===== config.mk =====
export PLATFORM = sky130hd
export DESIGN_NAME = alu_op_sequencer
export DESIGN_NICKNAME = d
export VERILOG_FILES = /design/src/rtl/alu_op_sequencer.sv
export SDC_FILE = /design/constraint.sdc
export NUM_CORES = 1
export LEC_CHECK = 0
export ABC_AREA = 0
export CORE_MARGIN = 10
export CORE_UTILIZATION = 30
export CTS_BUF_LIST = sky130_fd_sc_hd__clkbuf_4 sky130_fd_sc_hd__clkbuf_8 sky130_fd_sc_hd__clkbuf_16
export CTS_CLUSTER_SIZE = 20
export DETAILED_ROUTE_END_ITERATION = 6
export PLACE_DENSITY_LB_ADDON = 0.15
export SYNTH_ARGS = -nofsm -noshare
export SYNTH_HDL_FRONTEND = slang
export SYNTH_SLANG_ARGS = --single-unit
export TNS_END_PERCENT = 20

===== constraint.sdc =====
create_clock -name clock -period 1.4 [get_ports clock]
set_input_delay 0.35 -clock clock [delete_from_list [all_inputs] [get_ports clock]]
set_output_delay 0.35 -clock clock [all_outputs]
set_load 0.05 [all_outputs]

===== src/rtl/alu_op_sequencer.sv =====
// Step-driven controller that sequences one ALU operation from shared switch input:
// opcode, operand A, operand B, execute for EXEC_CYCLES cycles, capture the result.
module alu_op_sequencer #(
   parameter int unsigned LENGTH_v    = 5,
   parameter int unsigned EXEC_CYCLES = 2,
   parameter int unsigned NUM_OPS     = 10
) (
   input  logic                  clock,
   input  logic                  reset,
   input  logic                  step,
   input  logic                  abort,
   input  logic [LENGTH_v-1:0]   data_in,
   input  logic [2*LENGTH_v-1:0] result_in,
   output logic [LENGTH_v-1:0]   a_out,
   output logic [LENGTH_v-1:0]   b_out,
   output logic [3:0]            op_out,
   output logic                  alu_enable,
   output logic                  result_load,
   output logic [2*LENGTH_v-1:0] result_out,
   output logic [2:0]            state_out,
   output logic                  busy,
   output logic                  op_error
);

   localparam int unsigned CntW = (EXEC_CYCLES > 1) ? $clog2(EXEC_CYCLES) : 1;
   localparam logic [CntW-1:0] CntLast = CntW'(EXEC_CYCLES - 1);
   // Opcode space is 4 bits, so NUM_OPS fits in 5 bits.
   localparam logic [4:0] NumOps = 5'(NUM_OPS);

   typedef enum logic [2:0] {
      StIdle = 3'd0,
      StGetA = 3'd1,
      StGetB = 3'd2,
      StExec = 3'd3,
      StCapt = 3'd4,
      StShow = 3'd5
   } state_e;

   state_e                  state_q, state_d;
   logic                    step_q;
   logic [CntW-1:0]         cnt_q, cnt_d;
   logic [LENGTH_v-1:0]     a_q, a_d;
   logic [LENGTH_v-1:0]     b_q, b_d;
   logic [3:0]              op_q, op_d;
   logic [2*LENGTH_v-1:0]   res_q, res_d;
   logic                    err_q, err_d;
   logic                    step_p;
   logic                    op_legal;

   // step_q resets high so a button held through reset does not count as a step.
   assign step_p   = step & ~step_q;
   assign op_legal = ({1'b0, data_in[3:0]} < NumOps);

   always_ff @(posedge clock) begin
      if (reset) begin
         state_q <= StIdle;
         step_q  <= 1'b1;
         cnt_q   <= '0;
         a_q     <= '0;
         b_q     <= '0;
         op_q    <= '0;
         res_q   <= '0;
         err_q   <= 1'b0;
      end else begin
         state_q <= state_d;
         step_q  <= step;
         cnt_q   <= cnt_d;
         a_q     <= a_d;
         b_q     <= b_d;
         op_q    <= op_d;
         res_q   <= res_d;
         err_q   <= err_d;
      end
   end

   always_comb begin
      state_d = state_q;
      cnt_d   = cnt_q;
      a_d     = a_q;
      b_d     = b_q;
      op_d    = op_q;
      res_d   = res_q;
      err_d   = err_q;
      if (abort) begin
         state_d = StIdle;
      end else begin
         case (state_q)
            StIdle: begin
               if (step_p) begin
                  if (op_legal) begin
                     op_d    = data_in[3:0];
                     err_d   = 1'b0;
                     state_d = StGetA;
                  end else begin
                     err_d   = 1'b1;
                  end
               end
            end
            StGetA: begin
               if (step_p) begin
                  a_d     = data_in;
                  state_d = StGetB;
               end
            end
            StGetB: begin
               if (step_p) begin
                  b_d     = data_in;
                  cnt_d   = '0;
                  state_d = StExec;
               end
            end
            StExec: begin
               cnt_d = cnt_q + 1'b1;
               if (cnt_q == CntLast) begin
                  state_d = StCapt;
               end
            end
            StCapt: begin
               res_d   = result_in;
               state_d = StShow;
            end
            StShow: begin
               if (step_p) begin
                  state_d = StIdle;
               end
            end
            default: state_d = StIdle;
         endcase
      end
   end

   // Strobes decode registered state only, so no input reaches them combinationally.
   always_comb begin
      alu_enable  = (state_q == StExec);
      result_load = (state_q == StCapt);
      busy        = (state_q == StExec) || (state_q == StCapt);
      state_out   = state_q;
      a_out       = a_q;
      b_out       = b_q;
      op_out      = op_q;
      result_out  = res_q;
      op_error    = err_q;
   end

endmodule


Word-level counts from Yosys, hierarchy flattened
Index checks and enable logic that the tools add are counted.
{ "totals": {"elab_cells": 45, "register_bits": 30, "output_inout_bits": 31, "in_bits": 19} }
{ "classes": {"eq_ne": 11, "muxes": 10, "reduce_logical": 11, "bitwise_logic": 3, "add_sub_neg": 1, "order_cmp": 1} }
{ "ops": {"columns": ["cell", "count"], "rows": [
  ["two-way mux 3 bit", 6],
  ["case mux 3 bit (6 select lines)", 1],
  ["AND reduction 3 bit", 4],
  ["!= test 2 bit, second input constant", 5],
  ["== test 3 x 2 -> 1 bit, second input constant", 2],
  ["== test 3 bit, second input constant", 2],
  ["AND reduction 6 bit", 1],
  ["less-than comparator 4 bit, second input constant", 1],
  ["AND reduction 4 bit", 1],
  ["== test 3 x 1 -> 1 bit, second input constant", 1],
  ["zero test 3 bit", 1],
  ["two-way mux 1 bit", 2],
  ["!= test 2 x 1 -> 1 bit, second input constant", 1],
  ["inverter 1 bit", 2],
  ["case mux 1 bit (2 select lines)", 1],
  ["AND reduction 2 bit", 1],
  ["nonzero test 2 bit", 1],
  ["OR reduction 2 bit", 1],
  ["adder 1 bit, second input constant", 1],
  ["AND 1 bit", 1],
  ["logical OR 1 bit", 1]
]} }

Longest topological paths before layout
Gate-level depths: netlist of the first run.
{ "logic_depth": {"depth_word": 4, "ltp_mapped": 7, "depth_no_buf": 5} }

Worst setup path after synthesis of the first run
Ideal clock, no wire load.
{ "synth_timing": {"path_kind": "register -> output", "from": "reg state_q[1] (netlist: state_out[1])", "to": "out busy", "path_stages_with_launch": 6, "required_time_ns": 1.050, "n_path_buf": 2, "path_slack_ns": -1.161, "arrival_ns": 2.211, "cell_sequence": "dfxtp_1 -> buf_2 -> nor2b_1 -> clkbuf_1 -> and2_1 -> nand2b_1"} }
{ "synth_via": {"elab_chain_cells": 2, "elab_cells_between_ends": 3, "cone_classes": "eq/ne: 2; reduce/logical: 1"} }
{ "synth_rtl": {"columns": ["element", "line_no", "rtl"], "rows": [
  ["from (decl)", "39", "state_e state_q, state_d;"],
  ["from (signal assigned)", "56", "state_q <= StIdle;"],
  ["from (signal assigned)", "65", "state_q <= state_d;"],
  ["== test 3 x 2 -> 1 bit", null, null],
  ["via alu_enable", "17", "output logic alu_enable,"],
  ["logical OR 1 bit", "136", "busy = (state_q == StExec) || (state_q == StCapt);"],
  ["to (decl)", "21", "output logic busy,"]
]} }
The timed path passes the listed nets, and every way through them passes these cells.

Final worst setup path of the first run
{ "layout_timing": {"from": "reg state_q[1] (netlist: state_out[1])", "to": "out result_load"} }
{ "layout_via": {"elab_chain_cells": 1} }
{ "layout_rtl": {"columns": ["element", "line_no", "rtl"], "rows": [
  ["== test 3 bit", "135", "result_load = (state_q == StCapt);"],
  ["to (decl)", "18", "output logic result_load,"]
]} }
No other way between the ends.

==> results of run 1 <==
-- report_power, final --
| group | switching (W) | total (W) | leakage [nW] | internal (W) |
|---|---|---|---|---|
| combinational | 0.0000714 | 0.000165 | 0.606 | 0.0000937 |
| sequential | 0.00000728 | 0.000861 | 0.244 | 0.000853 |
| clock | 0.000346 | 0.000741 | 0.0472 | 0.000395 |
-- path summary, 6_finish.rpt --
check               startpoint            end  slack [ns]  depth (start not counted)
hold / removal            step         step_q        0.49                          2
hold reg to reg       op_error       op_error        0.49                          2
setup reg to reg  state_out[1]  result_out[3]       -0.04                          5
setup / recovery  state_out[1]    result_load       -0.24                          3
-- kinds of logic (layout without fill, tap and decap cells) --
group	count (synthesis)	in the layout	share of synthesized area, %
multiplexers	1	1	0.805
flip-flops	30	30	48.3
buffers and inverters	11	84	4.53
AND/OR/NAND/NOR	72	72	30.8
AO/OA/AOI/OAI	37	37	15.6
-- registers in the layout, indices dropped and copies added (netlist names) --
register and count:
a_out 5, b_out 5, cnt_q 1, op_error 1, op_out 4, result_out 10, state_out 3, step_q 1
-- synthesized netlist by cell type, drive strengths merged, types with 2 or more instances --
cell type,n
nor3,2
or2,2
nor4b,2
o21ai,7
nand3,11
nand2,36
a31oi,2
and2,3
nor2,5
a21oi,27
nor2b,2
buf,5
nand2b,4
dfxtp,30
clkbuf,5
-- through the flow --
| step | util, % | setup TNS (ns) | total power (W) |
|---|---|---|---|
| global placement | 55.9 | -8.86 | 0.00104 |
| finish | 61.1 | -0.671 | 0.00177 |
| global route | 61.1 | -1.84 | 0.00185 |
| floorplan | - | -5.11 | 0.000932 |
| CTS | 59.8 | -1.00 | 0.00178 |
| detailed placement | 55.9 | -9.73 | 0.00104 |
-- layer usage --
metal | GRT usage [%] | wire length, um | up-vias
met5 | 0 | 0 | -
met4 | 2.54 | 29 | 0
met3 | 5.22 | 281 | 4
met2 | 19.8 | 2200 | 36
met1 | 10.8 | 1530 | 611
li1 | - | - | 659
-- layout make-up --
| type | count | area (um2) |
|---|---|---|
| Timing Repair Buffer | 75 | 1010 |
| Inverter | 1 | 7.51 |
| Tap cell | 50 | 62.6 |
| Clock inverter | 2 | 12.5 |
| Fill cell | 326 | 1560 |
| Sequential cell | 30 | 612 |
| Clock buffer | 6 | 82.6 |
| Multi-Input combinational cell | 110 | 658 |
-- worst max-delay path, stage by stage (launching register included) --
cell and delay, ns:
dfxtp_4 0.34, or3b_4 0.43, clkinvlp_4 0.11, buf_12 0.13
-- what timing repair did --
action,CTS,global route
gates resized for setup,9,8
endpoints found under the setup margin,20,27
pin swaps,9,8
endpoints found under the hold margin,0,0
hold buffers,0,0
setup buffers,4,3
==> reports/results.txt, run 1 <==
outcome = finished with violations
failing checks = negative setup slack
CTS Buf Count = 5
cells after synthesis = 151
Finish-stage setup viols = 12
CP Capture Type = output port
vias in the first global route = 1322
sequential share of the synthesized area = 48.3%
clk slew on worst S/H paths = 0.07 ns
EDFF count, synth = 0
Required @ worst endpoint = 1.05 ns
minimum clock period = 1.64 ns
Placed Instances = 259
WHS = 0.486 ns
CTS tree = built
Leak = 0.898 nW
DR pass1 iterations = 4
Critical Path Source Type = register
drt wl/cell = 14.7 um
Area Growth Syn to Fin = 96.6%
final WL = 4040 um
syn_area_per_cell = 8.24 um2
final instance area = 2440 um2
initial core utilization = 31.1%
Yosys top cell by area = dfxtp_1
syn_nets = 170
root buf cell = clkbuf_8
Pwr Density = 723 nW/um2
layout cells sized above 1 = 39.3%
antenna violations before repair = 0
Setup CP Type = register to output port
CP max FO = 3
CTS Buffer Depth = 2
most frequent cells in the layout = nand2_1, buf_12, dfxtp_1, buf_4, a21oi_1
main area contributors after synthesis = dfxtp_1, a21oi_1, nand2_1
height of the die = 84.4 um
RSZ-0062 raised after global routing = true
hpwl dp = 3200 um
Hold WC Path Type = input port to register
area of the core = 4000 um2
post-route insts no fill = 274
Worst Skew = 0.00461 ns
Arr. time, crit path = 1.29 ns
PortBufs = 49
Rel. slew slack = 68.5%
Routed Antenna Nets = 0
routed vias = 1310
largest net degree at the start of global routing = 16
Max-cap violations = 0
row count = 23
Seq cells post-synth = 30
Setup WS pre-CTS = -0.458 ns
DP Area = 2230 um2
nets@finish = 242
Synth top area share = 48.3%
GRT Util Overall = 10.8%
io pins = 50
Die Wd = 84.4 um
async set or reset register ratio after synthesis = 0%
ys flop type = dfxtp_1
DRC = 0
PnR worst setup slack = -0.240 ns
Sink Count = 30
grt total ovfl = 0
antenna cells = 0
synthesized area = 1240 um2
Slew Limit Fails = 0
Via density = 4.78
Worst-Skew Late Latency = 0.28 ns
Max Fclk = 610 MHz
Hold Violations, Final = 0
most common cell after layout, fill and taps aside = nand2_1
Yosys warnings = 0
first-pass GRT wire length = 6430 um
post-synth cell types = 28
gpl congestion = 0.832
Peak VDD IR = 0.000596 V
initial drt markers = 108
actual slew at the worst max-slew pin = 0.467 ns
H-tree levels = 2
Die ar. = 7120 um2
crit share post-route = 117%
(Power assumes the default switching activity.)
==> inputs of run 2 (changes only) <==
- ABC_AREA: 0 -> 1
- CORE_UTILIZATION: 30 -> 38
==> run 2 against run 1 <==
  * The run still ends with negative setup slack left
  * Sequential power rose by 2.7%
  * Clock skew rose by 0.00067 ns
  * Power fell by 0.17%
  * Via count rose by 5.1%
  * Largest cell class unchanged
  * Highest routed layer unchanged
==> reports/results.txt, run 2 <==
antenna cells = 0 (unchanged)
CTS tree = built
RSZ-0062 raised after global routing = true
CP peak stage delay = 0.38 ns (-0.05 ns)
height of the die = 77.0 um (-8.7%)
ys flop type = dfxtp_1
DRC = 0 (unchanged)
EDFF count, synth = 0 (unchanged)
PortBufs = 49 (unchanged)
syn_area_per_cell = 7.19 um2 (-13%)
vias in the first global route = 1446 (+9.4%)
Required @ worst endpoint = 1.05 ns (about the same)
PnR worst setup slack = -0.113 ns (+0.127 ns)
Leak = 0.972 nW (+8.3%)
gpl congestion = 0.869 (+4.5%)
Seq cells post-synth = 30 (unchanged)
DR pass1 iterations = 4 (unchanged)
clk slew on worst S/H paths = 0.09 ns (+0.02 ns)
largest net degree at the start of global routing = 17 (+1)
crit share post-route = 108% (-9.1 points)
root buf cell = clkbuf_4
most numerous cell in the Yosys netlist = nor2_1
drt wl/cell = 14.4 um (-2.6%)
syn_nets = 191 (+12%)
first-pass GRT wire length = 6640 um (+3.2%)
Max Fclk = 661 MHz (+8.4%)
CP max FO = 4 (+1)
io pins = 50 (unchanged)
post-route insts no fill = 286 (+4.4%)
routed vias = 1377 (+5.1%)
antenna violations before repair = 0 (unchanged)
H-tree levels = 2 (unchanged)
grt total ovfl = 0 (unchanged)
Pwr Density = 757 nW/um2 (+4.8%)
layout cells sized above 1 = 34.7% (-4.6 points)
CP Capture Type = output port
initial core utilization = 40.2% (+9.1 points)
post-synth cell types = 18 (-36%)
row count = 20 (-13%)
GRT Util Overall = 13.8% (+3.0 points)
synthesized area = 1240 um2 (-0.60%)
Area Growth Syn to Fin = 88.5%
Synth top area share = 48.6% (+0.29 points)
Setup CP Type = register to output port
area of the core = 3080 um2 (-23%)
Die ar. = 5930 um2 (-17%)
actual slew at the worst max-slew pin = 0.375 ns (-0.0924 ns)
Slew Limit Fails = 0 (unchanged)
Peak VDD IR = 0.000445 V (-25%)
minimum clock period = 1.51 ns (-0.127 ns)
Setup WS pre-CTS = -0.290 ns (+0.168 ns)
final instance area = 2330 um2 (-4.7%)
Max-cap violations = 0 (unchanged)
cells after synthesis = 172 (+14%)
most common cell after layout, fill and taps aside = nor2_1
WHS = 0.502 ns (+0.0159 ns)
outcome = finished with violations
initial drt markers = 97 (-10%)
CTS Buffer Depth = 2 (unchanged)
Worst-Skew Late Latency = 0.33 ns (+0.05 ns)
most frequent cells after synthesis = nor2_1, dfxtp_1, nand2_1
Critical Path Source Type = register
most frequent cells in the layout = nor2_1, buf_12, dfxtp_1, nand2_1, clkdlybuf4s50_1
max reg flops = 10 (unchanged)
Worst Skew = 0.00528 ns (+0.000671 ns)
final WL = 4110 um (+1.6%)
Arr. time, crit path = 1.16 ns (-0.13 ns)
sequential share of the synthesized area = 48.6% (+0.29 points)
Yosys top cell by area = dfxtp_1
CP max stage cell = dfxtp_4
Hold Violations, Final = 0 (unchanged)
Sink Count = 30 (unchanged)
DP Area = 2200 um2 (-1.3%)
Placed Instances = 273 (+5.4%)
CTS Buf Count = 5 (unchanged)
nets@finish = 260 (+7.4%)
async set or reset register ratio after synthesis = 0% (unchanged)
main area contributors after synthesis = dfxtp_1, nor2_1, nand2_1
CTS Hold Bufs = 0 (unchanged)
Routed Antenna Nets = 0 (unchanged)
failing checks = negative setup slack
Die Wd = 77.0 um (-8.7%)
Finish-stage setup viols = 3 (-9)
Yosys warnings = 0 (unchanged)
Via density = 4.81 (+0.70%)
cell chain of the critical path = nor2_4 -> nand2_2 -> o21ai_4 -> buf_12
Hold WC Path Type = register to register
hpwl dp = 3220 um (+0.69%)
Rel. slew slack = 75.0% (+6.5 points)
[run 2: cell types whose count changed after synthesis, moves of 5 or more]
cell,delta
a21oi_1,-15
nand2_1,-11
inv_1,+12
nor2_1,+36
nor2_2,+5
nand2_2,+6
o21ai_0,+12
[run 2: layer usage]
| layer | GRT usage (%) | routed length, um | up-vias |
|---|---|---|---|
| met5 | 0 | 0 | - |
| met4 | 5.47 | 68 | 0 |
| met3 | 5.48 | 311 | 8 |
| met2 | 25.0 | 2150 | 56 |
| met1 | 13.9 | 1580 | 630 |
| li1 | - | - | 683 |
[run 2: path summary, 6_finish.rpt]
path                start  endpoint  slack [ns]  cells past startpoint
min                 cnt_q     cnt_q        0.50                      2
min reg2reg         cnt_q     cnt_q        0.50                      2
max          state_out[1]      busy       -0.11                      4
max reg2reg  state_out[0]  a_out[3]        0.06                      8
[run 2: worst max-delay path: cells and delay by family, from the launching register on]
kind	cells	cell delay [ns]
AOI/OAI and AO/OA	1	0.08
buffers and inverters	1	0.15
DFF	1	0.38
and+or+nand+nor	2	0.22
[run 2: cells by family (layout without fill, tap and decap cells)]
group	count (synthesis)	count (layout)	synth area share, %
simple gates	91	91	32.4
compound gates	30	30	12.2
flops	30	30	48.6
buf+inv	21	91	6.78
[run 2: power breakdown]
part	internal (W)	switching [W]	total (W)
clock	0.000262	0.000292	0.000555
sequential	0.000864	0.0000196	0.000884
combinational	0.000162	0.000164	0.000325
total	0.00129	0.000475	0.00176
[run 2: layout make-up]
type | instances | area [um2]
Sequential cell | 30 | 612
Timing Repair Buffer | 66 | 945
Inverter | 17 | 63.8
Clock buffer | 7 | 58.8
Multi-Input combinational cell | 121 | 591
Clock inverter | 1 | 5.00
Tap cell | 44 | 55.1
Fill cell | 236 | 748
[run 2: repair_timing]
action,in CTS,in global routing
hold endpoints to repair,0,0
buffers inserted,5,0
resized for setup,5,4
pin swaps,2,1
setup endpoints to repair,4,19
[run 2: per-stage QoR]
step                setup TNS, ns  utilization [%]  total power, W
global route               -0.657             75.7         0.00183
floorplan                 -0.0626                -         0.00103
finish                     -0.288             75.7         0.00176
detailed placement          -5.33             71.6         0.00121
CTS                        -0.227             75.3         0.00177
global placement            -4.22             71.6         0.00121
==> inputs of run 3 (changes only) <==
- CORE_UTILIZATION: 38 -> 45
- clock period: 1.4 -> 1.8 ns (I/O delays scaled with it)
==> run 3 against run 2 <==
  * The flow now finishes without violations
  * Critical path type unchanged
  * Die area down 12%
  * Power fell by 9.0%
  * Largest power group is now the clock network
  * Clock power is 28% higher
  * Register-to-register slack gained 0.38 ns
==> reports/results.txt, run 3 (synthesis results as in run 2) <==
outcome = finished clean
most common cell after layout, fill and taps aside = nor2_1
Routed Antenna Nets = 0 (unchanged)
CP Capture Type = output port
Critical Path Source Type = register
Finish-stage setup viols = 0 (-3)
PortBufs = 49 (unchanged)
height of the die = 72.4 um (-6.0%)
WHS = 0.466 ns (-0.0362 ns)
layout cells sized above 1 = 29.5% (-5.2 points)
CTS Hold Bufs = 0 (unchanged)
grt total ovfl = 0 (unchanged)
Fillers = 205 (-13%)
minimum clock period = 1.73 ns
hpwl dp = 2910 um (-9.8%)
CTS Buf Count = 5 (unchanged)
CTS tree = built
Peak VDD IR = 0.000740 V (+66%)
Slew Limit Fails = 0 (unchanged)
GRT Util Overall = 14.4% (+0.60 points)
max reg flops = 10 (unchanged)
actual slew at the worst max-slew pin = 0.372 ns (-0.00260 ns)
multi-input logic area = 568 um2 (-3.8%)
Required @ worst endpoint = 1.35 ns (+0.30 ns)
gpl congestion = 0.821 (-5.5%)
PnR worst setup slack = 0.0660 ns (+0.179 ns)
Arr. time, crit path = 1.28 ns (+0.12 ns)
Hold Path Sink = result_out[7]
crit share post-route = 96.3%
Worst-Skew Late Latency = 0.33 ns (about the same)
Max Fclk = 577 MHz
Area Growth Syn to Fin = 55.8%
first-pass GRT wire length = 6210 um (-6.4%)
drt wl/cell = 13.6 um (-5.1%)
antenna violations before repair = 0 (unchanged)
Sink Count = 30 (unchanged)
io pins = 50 (unchanged)
setup TNS = 0 ns (+0.288 ns)
Max-cap violations = 0 (unchanged)
Leak = 0.865 nW (-11%)
FF/Latch Area = 602 um2 (-1.6%)
Die ar. = 5240 um2 (-12%)
CTS Buffer Depth = 2 (unchanged)
vias in the first global route = 1365 (-5.6%)
DRC = 0 (unchanged)
Die Wd = 72.4 um (-6.0%)
CP peak stage delay = 0.43 ns (+0.05 ns)
final WL = 3600 um (-12%)
Worst Skew = 0.0140 ns (+0.00873 ns)
area of the core = 2540 um2 (-17%)
cell chain of the critical path = nand2_1 -> o21ai_4 -> buf_12
Hold WC Path Type = register to register
root buf cell = clkbuf_4
r2r endpoint = result_out[8]
largest net degree at the start of global routing = 17 (unchanged)
clk slew on worst S/H paths = 0.10 ns (about the same)
Setup CP Type = register to output port
Via density = 4.96 (+3.1%)
Setup WS pre-CTS = -0.00448 ns (+0.285 ns)
Hold Violations, Final = 0 (unchanged)
RSZ-0062 raised after global routing = false
Pwr Density = 833 nW/um2 (+10%)
nets@finish = 252 (-3.1%)
most frequent cells in the layout = nor2_1, buf_4, dfxtp_1, nand2_1, clkdlybuf4s50_1
row count = 18 (-10%)
Rel. slew slack = 75.2% (+0.17 points)
CP max FO = 6 (+2)
initial core utilization = 48.6% (+8.4 points)
cells on worst reg2reg path = 7 (-1)
antenna cells = 0 (unchanged)
Worst R2R Start = state_out[1]
hold depth = 2 (unchanged)
H-tree levels = 2 (unchanged)
r2r setup slk = 0.44 ns (+0.38 ns)
Hold Crit Start = result_out[7]
initial drt markers = 49 (-49%)
routed vias = 1310 (-4.9%)
DR pass1 iterations = 4 (unchanged)
CP max stage cell = dfxtp_2
==> run 3: cell types whose count changed in the layout (fill, tap and decap cells not counted), moves of 2 or more <==
cell	delta
buf_12	-27
buf_4	+20
dfxtp_4	-3
nand2_1	+3
nand2_2	-3
bufinv_16	+2
dfxtp_1	+2
nor2_1	+2
nor2_4	-2
==> run 3: area by class of cell <==
type	count	share of cell area (%)
well taps	30	1.95
repair buffers	58	28.2
clock inverters	2	3.12
flip-flops and latches	30	31.3
multi-input cells	121	29.5
inverters	17	3.31
clock buffers	6	2.66
==> run 3: stage by stage <==
stage                     cells  util, %  power [W]  cell area, um2
after floorplan             172        -   0.000806            1250
after global placement      256     71.2   0.000905            1810
after detailed placement    256     71.2   0.000909            1810
after CTS                   264     75.7    0.00161            1930
after global routing        264     75.7    0.00166            1930
final                       264     75.7    0.00160            1930
==> run 3: routing by layer <==
metal  vias up  share of wire [%]  routed length [um]  GRT usage, %
li1        668                  -                   -             -
met1       582                 39                1400          14.8
met2        50                 49                1760          24.1
met3        10                 11                 383          7.76
met4         0                1.7                  61          5.91
met5         -                  0                   0             0
==> run 3: critical path: cells and delay by family (launching register included) <==
family / cells / cell delay (ns)
buf+inv: 1 / 0.15
simple gates: 1 / 0.17
compound gates: 1 / 0.20
flops: 1 / 0.43
==> run 3: worst max-delay path by stage <==
stage | start | cells past startpoint | to | slack (ns)
6_report | state_out[1] | 3 | busy | 0.07
5_1_grt | state_out[0] | 3 | busy | 0.001
4_1_cts | state_out[1] | 4 | result_load | 0.06
3_5_place_dp | step | 8 | op_out[3] | -0.004
3_3_place_gp | step | 8 | op_out[0] | 0.05
2_1_floorplan | state_out[2] | 3 | result_load | -0.06
==> run 3: timing repair <==
action | CTS | global route
gates resized for setup | 1 | 1
endpoints found under the setup margin | 3 | 1
setup buffers | 0 | 0
gates cloned | 0 | 0
==> run 3: power breakdown <==
part / internal [W] / leakage, nW / total [W] / switching (W)
Clock: 0.000470 / 0.0585 / 0.000711 / 0.000240
Combinational: 0.0000923 / 0.564 / 0.000212 / 0.000120
Sequential: 0.000675 / 0.243 / 0.000682 / 0.00000687
Total: 0.00124 / 0.865 / 0.00160 / 0.000367
